## config.mk

```make
export PLATFORM = sky130hd
export DESIGN_NAME = miriscv_irq_ctrl
export DESIGN_NICKNAME = d
export VERILOG_FILES = /design/src/rtl/miriscv_irq_ctrl.sv
export SDC_FILE = /design/constraint.sdc
export NUM_CORES = 1
export LEC_CHECK = 0
export ABC_AREA = 1
export BUFFER_PORTS_ARGS = -buffer_cell sky130_fd_sc_hd__buf_2
export CAP_MARGIN = 20
export CORE_MARGIN = 2
export CORE_UTILIZATION = 46
export DETAILED_ROUTE_END_ITERATION = 12
export GPL_TIMING_DRIVEN = 1
export PLACE_DENSITY = 0.79
export SLEW_MARGIN = 20
export SYNTH_ARGS = -nofsm -noshare
export SYNTH_HDL_FRONTEND = slang
export SYNTH_SLANG_ARGS = --single-unit
```

## constraint.sdc

```tcl
create_clock -name clk_i -period 2.5 [get_ports clk_i]
set_input_delay 0.25 -clock clk_i [delete_from_list [all_inputs] [get_ports clk_i]]
set_output_delay 0.25 -clock clk_i [all_outputs]
set_load 0.05 [all_outputs]
```

## src/rtl/miriscv_irq_ctrl.sv

```systemverilog
// miriscv fixed-priority interrupt controller: arbitration, ack/mret tracking.
// Define MIRISCV_IRQ_EDGE_EN for edge-triggered pending bits (default: level).
module miriscv_irq_ctrl #(
  parameter int N_IRQ        = 16,
  parameter int CAUSE_OFFSET = 16
) (
  input  logic             clk_i,
  input  logic             rst_i,
  input  logic [N_IRQ-1:0] irq_i,
  input  logic [N_IRQ-1:0] mie_i,
  input  logic             irq_ack_i,
  input  logic             irq_mret_i,
  output logic             irq_o,
  output logic [31:0]      mcause_o,
  output logic [N_IRQ-1:0] irq_fin_o
);

  localparam int IW = (N_IRQ > 1) ? $clog2(N_IRQ) : 1;

  localparam logic [1:0] ST_IDLE    = 2'd0;
  localparam logic [1:0] ST_REQ     = 2'd1;
  localparam logic [1:0] ST_SERVICE = 2'd2;

  logic [1:0]       state_q, state_d;
  logic [IW-1:0]    idx_q, idx_d;
  logic             irq_q, irq_d;
  logic [31:0]      mcause_q, mcause_d;
  logic [N_IRQ-1:0] fin_q, fin_d;
  logic [N_IRQ-1:0] pend_q, pend_d;

  logic [N_IRQ-1:0] elig;
  logic             win_vld;
  logic [IW-1:0]    win_idx;
  logic [30:0]      win_code;
  logic [N_IRQ-1:0] idx_oh;
  logic             idx_en;

  assign elig = pend_q & mie_i;

  // Scan from the top so the lowest set index is the one left standing.
  always_comb begin
    win_vld = 1'b0;
    win_idx = '0;
    for (int i = N_IRQ - 1; i >= 0; i--) begin
      if (elig[i]) begin
        win_vld = 1'b1;
        win_idx = IW'(i);
      end
    end
  end

  assign win_code = 31'(CAUSE_OFFSET) + 31'(win_idx);

  always_comb begin
    idx_oh = '0;
    for (int i = 0; i < N_IRQ; i++) begin
      idx_oh[i] = (idx_q == IW'(i));
    end
  end

  assign idx_en = |(mie_i & idx_oh);

  always_comb begin
    state_d  = state_q;
    idx_d    = idx_q;
    irq_d    = irq_q;
    mcause_d = mcause_q;
    fin_d    = '0;
    unique case (state_q)
      ST_IDLE: begin
        if (win_vld) begin
          idx_d    = win_idx;
          mcause_d = {1'b1, win_code};
          irq_d    = 1'b1;
          state_d  = ST_REQ;
        end
      end
      ST_REQ: begin
        // Ack wins over a mask drop in the same cycle.
        if (irq_ack_i) begin
          irq_d   = 1'b0;
          state_d = ST_SERVICE;
        end else if (!idx_en) begin
          irq_d   = 1'b0;
          state_d = ST_IDLE;
        end
      end
      ST_SERVICE: begin
        if (irq_mret_i) begin
          fin_d   = idx_oh;
          state_d = ST_IDLE;
        end
      end
      default: begin
        irq_d   = 1'b0;
        state_d = ST_IDLE;
      end
    endcase
  end

`ifdef MIRISCV_IRQ_EDGE_EN
  logic [N_IRQ-1:0] hist_q;
  logic [N_IRQ-1:0] rise;
  logic [N_IRQ-1:0] pend_clr;

  assign rise     = irq_i & ~hist_q;
  assign pend_clr = (state_q == ST_REQ && irq_ack_i) ? idx_oh : '0;

  // A fresh edge on the line being cleared must survive.
  always_comb begin
    pend_d = (pend_q & ~pend_clr) | rise;
  end

  always_ff @(posedge clk_i) begin
    if (rst_i) begin
      hist_q <= '0;
    end else begin
      hist_q <= irq_i;
    end
  end
`else
  always_comb begin
    pend_d = irq_i;
  end
`endif

  always_ff @(posedge clk_i) begin
    if (rst_i) begin
      state_q  <= ST_IDLE;
      idx_q    <= '0;
      irq_q    <= 1'b0;
      mcause_q <= '0;
      fin_q    <= '0;
      pend_q   <= '0;
    end else begin
      state_q  <= state_d;
      idx_q    <= idx_d;
      irq_q    <= irq_d;
      mcause_q <= mcause_d;
      fin_q    <= fin_d;
      pend_q   <= pend_d;
    end
  end

  assign irq_o     = irq_q;
  assign mcause_o  = mcause_q;
  assign irq_fin_o = fin_q;

endmodule

```

==> impl_metrics.py, run 1 <==
metrics = {
    "run_status": {
        "status": "finished clean",
    },
    "floorplanning": {
        "pin_count": 85,
        "die_h_um": 66.4,
        "core_um2": 3690,
        "die_w_um": 66.4,
        "die_area_um2": 4400,
        "rows": 22,
        "start_util_pct": 48.5,
    },
    "pwr": {
        "ir_drop_mv": 0.381,
        "swShare_pct": 34.0,
        "power_density_nw_per_um2": 754,
        "p_int_w": 0.00106,
        "seqPwrFrac_pct": 43.9,
        "combPwrFrac_pct": 24.6,
        "p_leak_nw": 1.17,
        "power.total_w": 0.00160,
        "p_sw_w": 0.000545,
        "p_clk_share_pct": 31.5,
    },
    "sta": {
        "slew_headroom_pct": 63.4,
        "setup_viol": 0,
        "min_period_ps": 1670,
        "hold_violations": 0,
        "tightest_slew_ps": 547,
        "fmax_ghz": 0.600,
        "finClkSkew_ps": 5.38,
        "slew_violations": 0,
        "setup_tns_ps": 0,
        "period_share_pct": 66.7,
        "rsz0062_at_grt": "no",
        "fin_ws_ps": 832,
    },
    "yosys": {
        "yosysTopAreaCell": "dfxtp_1",
        "yosys-top-cells-count": "62 x nand2_1, 40 x dfxtp_1, 40 x nor2_1",
        "synthTopCellsByArea": "dfxtp_1 45%, nand2_1 13%, buf_4 11%",
        "synthCells": 251,
        "syn_area_um2": 1790,
        "synth_seq_cells": 40,
        "yosys_most_used_dff": "dfxtp_1",
        "syn_avg_cell_area_um2": 7.13,
        "synth_edf_count": 0,
        "synth_seq_area_share_pct": 44.8,
        "async_flop_share_pct": 0,
        "ys_warn_count": 0,
        "synth_most_common_cell": "nand2_1",
        "ys_types": 22,
        "synth_top_area_share_pct": 44.8,
    },
    "clock_tree": {
        "clk_path_buf_depth": 2,
        "cts.clk_slew.worst_paths_ps": 70,
        "cts.sinks": 40,
        "cts_setup_buffers": 0,
        "htreeDepth": 2,
        "cts_hold_buf": 0,
        "worstSkewPairLatency_ps": 290,
        "tritoncts": "built",
        "numCtsBuffers": 5,
        "cts-resized-gates": 0,
        "root_buffer": "clkbuf_8",
    },
    "placed_design": {
        "dp_cells": 352,
        "place_ws_ps": 867,
        "hpwlAfterDp_mm": 2.79,
        "port_buffers": 58,
        "gp_congestion": 0.903,
    },
    "hold_path": {
        "hold_class": "input port to flip-flop",
    },
    "setup_path": {
        "critPathBufInv": 0,
        "max_stage_delay_ps": 430,
        "critPathLaunchType": "flip-flop",
        "crit_slowest_cell": "nor2_1",
        "crit_chain": "nor2_1, nand3_1, and3_1, a31o_1, nand2_1, nand2_1, a21oi_2",
        "crit_path_end_kind": "flip-flop",
        "worstPathRequired_ps": 2720,
        "path_max_fanout": 8,
        "crit_type": "flip-flop to flip-flop",
        "worstPathArrival_ps": 1890,
        "cp_top_family": "simple AND/OR/NAND/NOR gates",
        "path_common_cell": "nand2_1",
    },
    "global_route": {
        "grt_max_degree": 22,
        "gr-usage-all-layers_pct": 16.9,
        "antenna_found_initial": 0,
        "grt_pass1_wl_mm": 5.66,
        "grt_pass1_vias": 1345,
        "grt.overflow.total": 0,
    },
    "route": {
        "vias_per_cell": 4.43,
        "detail-route-antenna-nets": 0,
        "postRouteWirelength_mm": 3.46,
        "drt_iter0_markers": 84,
        "num_vias": 1593,
        "route.detailed.drc": 0,
        "wl_per_cell_um": 9.61,
        "drtPass1Iterations": 4,
    },
    "layout": {
        "antenna_cells": 0,
        "fin_nets": 347,
        "drive_above_1_share_pct": 22.8,
        "syn_to_final_growth_pct": 18.9,
        "fin_cells": 360,
    },
    "run": {
        "max_cap_violations": 0,
    },
}
==> state kept, by name, indices dropped and copies added (netlist names) <==
signal     cells
idx_q          3
mcause_o       2
irq_fin_o     16
pend_q        16
irq_o          1
state_q        2
==> layer usage <==
layer / vias to the layer above / part of all wire (%) / wire (um) / track usage, %
li1: 845 / - / - / -
met1: 675 / 44 / 1520 / 19.8
met2: 66 / 46 / 1590 / 28.7
met3: 7 / 7.9 / 272 / 3.07
met4: 0 / 2.2 / 77 / 9.18
met5: - / 0 / 0 / 0
==> power by group through the flow <==
stage | combinational, W | sequential (W) | clock [W]
final | 0.000394 | 0.000704 | 0.000505
after global routing | 0.000434 | 0.000710 | 0.000535
after detailed placement | 0.000392 | 0.000719 | 0
after floorplan | 0.000284 | 0.000771 | 0
after global placement | 0.000389 | 0.000717 | 0
after CTS | 0.000394 | 0.000704 | 0.000515
==> area by class of cell <==
class	count	area [um2]
clock buffer	6	72.6
clock inverter	2	35.0
fill	377	1560
inverter	30	113
multi-input combinational	176	756
sequential	40	801
tap	48	60.1
timing repair buffer	58	290
==> layout by cell type (no fill, tap or decap) <==
master,Yosys,layout
conb_1,1,26
inv_1,30,30
o31ai_1,1,1
a31o_1,1,1
clkbuf_8,0,5
and3_1,1,1
o2111ai_1,1,1
clkinv_2,0,1
nand4_1,2,2
a21oi_2,1,1
a21oi_1,8,8
a31oi_1,2,2
nor4_1,5,5
nor2_2,4,4
bufinv_16,0,1
o21bai_1,1,1
nand2_2,1,1
nor2_1,40,40
dfxtp_1,40,40
o21ai_0,3,3
nor3_1,1,1
clkbuf_1,3,1
buf_2,0,58
nand2_1,62,62
nand3_1,16,16
==> tightest hold or removal path, cell delays in order <==
cell and delay [ps]:
buf_2 70, inv_1 30, nor2_1 60
==> worst paths after layout <==
kind / slack [ps] / endpoint / from / cells after the start
setup reg to reg: 830 / irq_o / idx_q[0] / 7
hold reg to reg: 480 / irq_o / irq_o / 2
hold / removal: 150 / pend_q[6] / irq_i[6] / 3
setup / recovery: 830 / irq_o / idx_q[0] / 7
==> logic make-up (layout without fill, tap and decap cells) <==
kind of cell	count (synthesis)	in the layout	synth area share, %
buffers and inverters	60	96	18.3
AND/OR/NAND/NOR	132	132	30.7
flip-flops	40	40	44.8
AO/OA/AOI/OAI	18	18	6.08
other	1	26	0.210
==> per-stage QoR <==
stage               utilization [%]  instance area, um2  hold slack [ps]
floorplan                         -                1880              357
global placement               54.7                2020              452
detailed placement             54.7                2020              456
CTS                            57.7                2130              153
global route                   57.7                2130              162
finish                         57.7                2130              155
Note: power is estimated with default switching activity, not from simulation.
==> run 2: changes to the inputs <==
- clock period: 2.5 -> 1.57 ns (I/O delays scaled with it)
==> impl_metrics.py, run 2 (synthesis results as in run 1) <==
metrics = {
    "run_status": {
        "status": "finished clean",
    },
    "layout": {
        "fin_nets": 353,
        "num-fill-cells": 364,
        "layout_common_cells": "58 x nand2_1, 58 x buf_2, 39 x nor2_1",
        "drive_above_1_share_pct": 28.0,
        "antenna_cells": 0,
        "fin_cells": 366,
        "syn_to_final_growth_pct": 24.9,
        "postLayoutCoreUtil_pct": 60.6,
    },
    "global_route": {
        "grtUsageMet3_pct": 4.94,
        "grt_pass1_wl_mm": 5.72,
        "gr-usage-all-layers_pct": 17.4,
        "use_met1_pct": 19.3,
        "grt_busiest_layer": "met2",
        "grt_pass1_vias": 1383,
        "grt.overflow.total": 0,
        "antenna_found_initial": 0,
        "grt_max_degree": 21,
        "use_met2_pct": 30.0,
    },
    "setup_path": {
        "crit_type": "flip-flop to flip-flop",
        "critPathLaunchType": "flip-flop",
        "worstPathRequired_ps": 1800,
        "crit_path_end_kind": "flip-flop",
        "worstPathArrival_ps": 1710,
        "path_max_fanout": 8,
    },
    "placed_design": {
        "port_buffers": 58,
        "hpwlAfterDp_mm": 2.89,
        "gp_congestion": 0.874,
        "dp_cells": 358,
    },
    "run": {
        "max_cap_violations": 0,
    },
    "clock_tree": {
        "worstSkewPairLatency_ps": 300,
        "cts_setup_buffers": 0,
        "htreeDepth": 2,
        "numCtsBuffers": 5,
        "clk_path_buf_depth": 2,
        "tritoncts": "built",
        "cts.clk_slew.worst_paths_ps": 70,
        "cts.sinks": 40,
        "root_buffer": "clkbuf_8",
    },
    "pwr": {
        "p_leak_nw": 1.22,
        "ir_drop_mv": 0.550,
        "power_density_nw_per_um2": 1210,
        "power.total_w": 0.00271,
    },
    "sta": {
        "setup_tns_ps": 0,
        "hold_violations": 0,
        "fmax_ghz": 0.677,
        "setup_viol": 0,
        "min_period_ps": 1480,
        "slew_violations": 0,
        "finClkSkew_ps": 7.80,
        "rsz0062_at_grt": "no",
        "period_share_pct": 94.1,
        "fin_hold_ws_ps": 50.9,
    },
    "route": {
        "drt_iter0_markers": 71,
        "drtPass1Iterations": 4,
        "vias_per_cell": 4.43,
        "route.detailed.drc": 0,
        "wl_per_cell_um": 10.1,
        "num_vias": 1621,
        "postRouteWirelength_mm": 3.69,
        "detail-route-antenna-nets": 0,
    },
    "floorplanning": {
        "core_um2": 3690,
        "die_h_um": 66.4,
        "die_area_um2": 4400,
        "start_util_pct": 48.5,
        "pin_count": 85,
        "die_w_um": 66.4,
        "rows": 22,
    },
    "hold_path": {
        "hold_class": "input port to flip-flop",
    },
}
run 2: routing by layer:
| metal | wire length [um] | vias to the layer above |
|---|---|---|
| li1 | - | 858 |
| met1 | 1570 | 681 |
| met2 | 1740 | 75 |
| met3 | 292 | 7 |
| met4 | 89 | 0 |
| met5 | 0 | - |
run 2: worst max-delay path, stage by stage, from the launching register on:
cell	delay [ps]
dfxtp_4	400
inv_1	80
nor2_4	170
nand2_2	80
o2111ai_1	210
nor2_1	70
a31o_1	190
nand2_1	60
nand2_1	60
a21oi_2	100
run 2: what timing repair did:
action                                  in CTS  in global routing
resized for setup                            0                 14
endpoints found under the setup margin       0                  3
hold buffers                                 0                  0
run 2: final timing paths:
path / from / endpoint / slack, ps / depth (start not counted)
hold / removal: irq_i[15] / pend_q[15] / 50 / 3
hold reg to reg: irq_o / irq_o / 480 / 2
setup reg to reg: idx_q[0] / irq_o / 90 / 9
setup / recovery: idx_q[0] / irq_o / 90 / 9
run 2: metrics by stage:
step / setup WS [ps] / instance area (um2)
final: 92.6 / 2230
after detailed placement: 50.2 / 2070
after floorplan: 3.70 / 1890
after global routing: 2.93 / 2230
after CTS: 41.7 / 2200
after global placement: 99.1 / 2070
run 2: report_power, final:
group | internal, W | switching [W] | total, W | leakage [nW]
registers | 0.00108 | 0.0000593 | 0.00114 | 0.331
clock network | 0.000560 | 0.000332 | 0.000892 | 0.0645
logic | 0.000177 | 0.000502 | 0.000679 | 0.820
run 2: area by class of cell:
type                            count  area [um2]  share of cell area (%)
Sequential cell                    40         817                    36.6
Multi-Input combinational cell    176         783                    35.1
Timing Repair Buffer               64         335                    15.0
Inverter                           30         113                    5.04
Clock buffer                        7        96.3                    4.31
Tap cell                           48        60.1                    2.69
Clock inverter                      1        30.0                    1.34
==> run 3: changes to the inputs <==
- CORE_UTILIZATION: 46 -> 41
- PLACE_DENSITY: 0.79 -> 0.75
- clock period: 1.57 -> 1.2 ns (I/O delays scaled with it)
==> impl_metrics.py, run 3 (synthesis results as in run 1) <==
metrics = {
    "run_status": {
        "status": "finished, violations left",
        "violations": "negative setup slack",
    },
    "route": {
        "drtPass1Iterations": 4,
        "postRouteWirelength_mm": 4.29,
        "vias_per_cell": 4.38,
        "drt_iter0_markers": 69,
        "num_vias": 1819,
        "detail-route-antenna-nets": 0,
        "wl_per_cell_um": 10.3,
        "route.detailed.drc": 0,
    },
    "floorplanning": {
        "start_util_pct": 42.0,
        "die_w_um": 70.1,
        "rows": 24,
        "die_area_um2": 4910,
        "pin_count": 85,
        "core_um2": 4260,
        "die_h_um": 70.1,
    },
    "setup_path": {
        "r2r_start": "idx_q[0]",
        "startpoint": "idx_q[0]",
        "crit_path_end_kind": "flip-flop",
        "critPathLaunchType": "flip-flop",
        "path_max_fanout": 6,
        "crit_type": "flip-flop to flip-flop",
        "worstPathRequired_ps": 1430,
        "worstPathArrival_ps": 1690,
    },
    "clock_tree": {
        "numCtsBuffers": 5,
        "tritoncts": "built",
        "worstSkewPairLatency_ps": 290,
        "cts.clk_slew.worst_paths_ps": 70,
        "cts_hold_buf": 0,
        "cts.sinks": 40,
        "clk_path_buf_depth": 2,
        "root_buffer": "clkbuf_8",
        "htreeDepth": 2,
    },
    "hold_path": {
        "hp-start": "irq_i[15]",
        "hold_class": "input port to flip-flop",
    },
    "placed_design": {
        "hpwlAfterDp_mm": 3.23,
        "place_ws_ps": -197,
        "gp_congestion": 0.955,
        "port_buffers": 58,
    },
    "sta": {
        "min_period_ps": 1460,
        "period_share_pct": 122,
        "fmax_ghz": 0.685,
        "finClkSkew_ps": 3.38,
        "hold_violations": 0,
        "rsz0062_at_grt": "yes",
        "slew_violations": 0,
        "fin_ws_ps": -259,
        "setup_viol": 4,
    },
    "layout": {
        "layout_common_cells": "54 x nand2_1, 54 x buf_2, 50 x buf_4",
        "fin_nets": 398,
        "drive_above_1_share_pct": 42.7,
        "postLayoutCoreUtil_pct": 62.8,
        "syn_to_final_growth_pct": 49.6,
        "antenna_cells": 0,
    },
    "global_route": {
        "antenna_found_initial": 0,
        "grt_pass1_wl_mm": 6.47,
        "gr-usage-all-layers_pct": 16.8,
        "grt_max_degree": 21,
        "grt_pass1_vias": 1502,
        "grt.overflow.total": 0,
    },
    "pwr": {
        "ir_drop_mv": 0.644,
        "p_leak_nw": 1.43,
        "power_density_nw_per_um2": 1340,
    },
    "run": {
        "max_cap_violations": 0,
    },
}
[run 3: changes by cell type in the layout (fill, tap and decap cells not counted), moves of 4 or more]
| cell | change |
|---|---|
| nand2_2 | +4 |
| nand2_1 | -4 |
| buf_2 | -4 |
| nor2_1 | -4 |
| buf_4 | +44 |
| nand3_2 | +5 |
| nand3_1 | -5 |
[run 3: area by class of cell]
cell class / count / area, um2
Clock buffer: 8 / 90.1
Fill cell: 394 / 1590
Inverter: 30 / 113
Multi-Input combinational cell: 176 / 883
Sequential cell: 40 / 818
Tap cell: 52 / 65.1
Timing Repair Buffer: 109 / 707
[run 3: worst max-delay path, stage by stage (launching register included)]
cell	delay [ps]
dfxtp_4	390
inv_2	50
nor2_4	140
nand2_2	80
o2111ai_2	170
nor2_1	80
a31o_1	230
nand2_1	70
nand2_2	50
a21oi_2	120
[run 3: repair_timing]
action,CTS,global route
setup buffers,2,3
endpoints found under the hold margin,0,0
endpoints found under the setup margin,6,14
pin swaps,3,15
resized for setup,7,30
[run 3: path summary, 6_finish.rpt]
kind                   to  depth (start not counted)  slack, ps
max reg2reg         irq_o                          9       -260
max                 irq_o                          9       -260
min reg2reg  irq_fin_o[7]                          1        470
min            pend_q[15]                          3         20
[run 3: power by group]
| group | total [W] | internal (W) | switching (W) |
|---|---|---|---|
| Combinational | 0.00122 | 0.000456 | 0.000766 |
| Clock | 0.000896 | 0.000468 | 0.000428 |
| Sequential | 0.00148 | 0.00141 | 0.0000692 |
| Total | 0.00360 | 0.00233 | 0.00126 |
[run 3: through the flow]
step	area, um2	cells	hold slack (ps)	setup TNS (ps)	total power, W
6_report	2680	415	23.1	-664	0.00360
5_1_grt	2680	415	16.7	-1450	0.00379
4_1_cts	2550	412	20.2	-556	0.00353
3_5_place_dp	2420	402	325	-538	0.00259
3_3_place_gp	2420	402	323	-354	0.00258
2_1_floorplan	1920	276	227	-348	0.00224
[run 3: layer usage]
| layer | part of all wire, % | up-vias | GRT usage (%) |
|---|---|---|---|
| met3 | 8.1 | 16 | 4.91 |
| met5 | 0 | - | 0 |
| met2 | 49 | 84 | 28.7 |
| met4 | 3.6 | 0 | 9.62 |
| li1 | - | 949 | - |
| met1 | 39 | 770 | 18.6 |
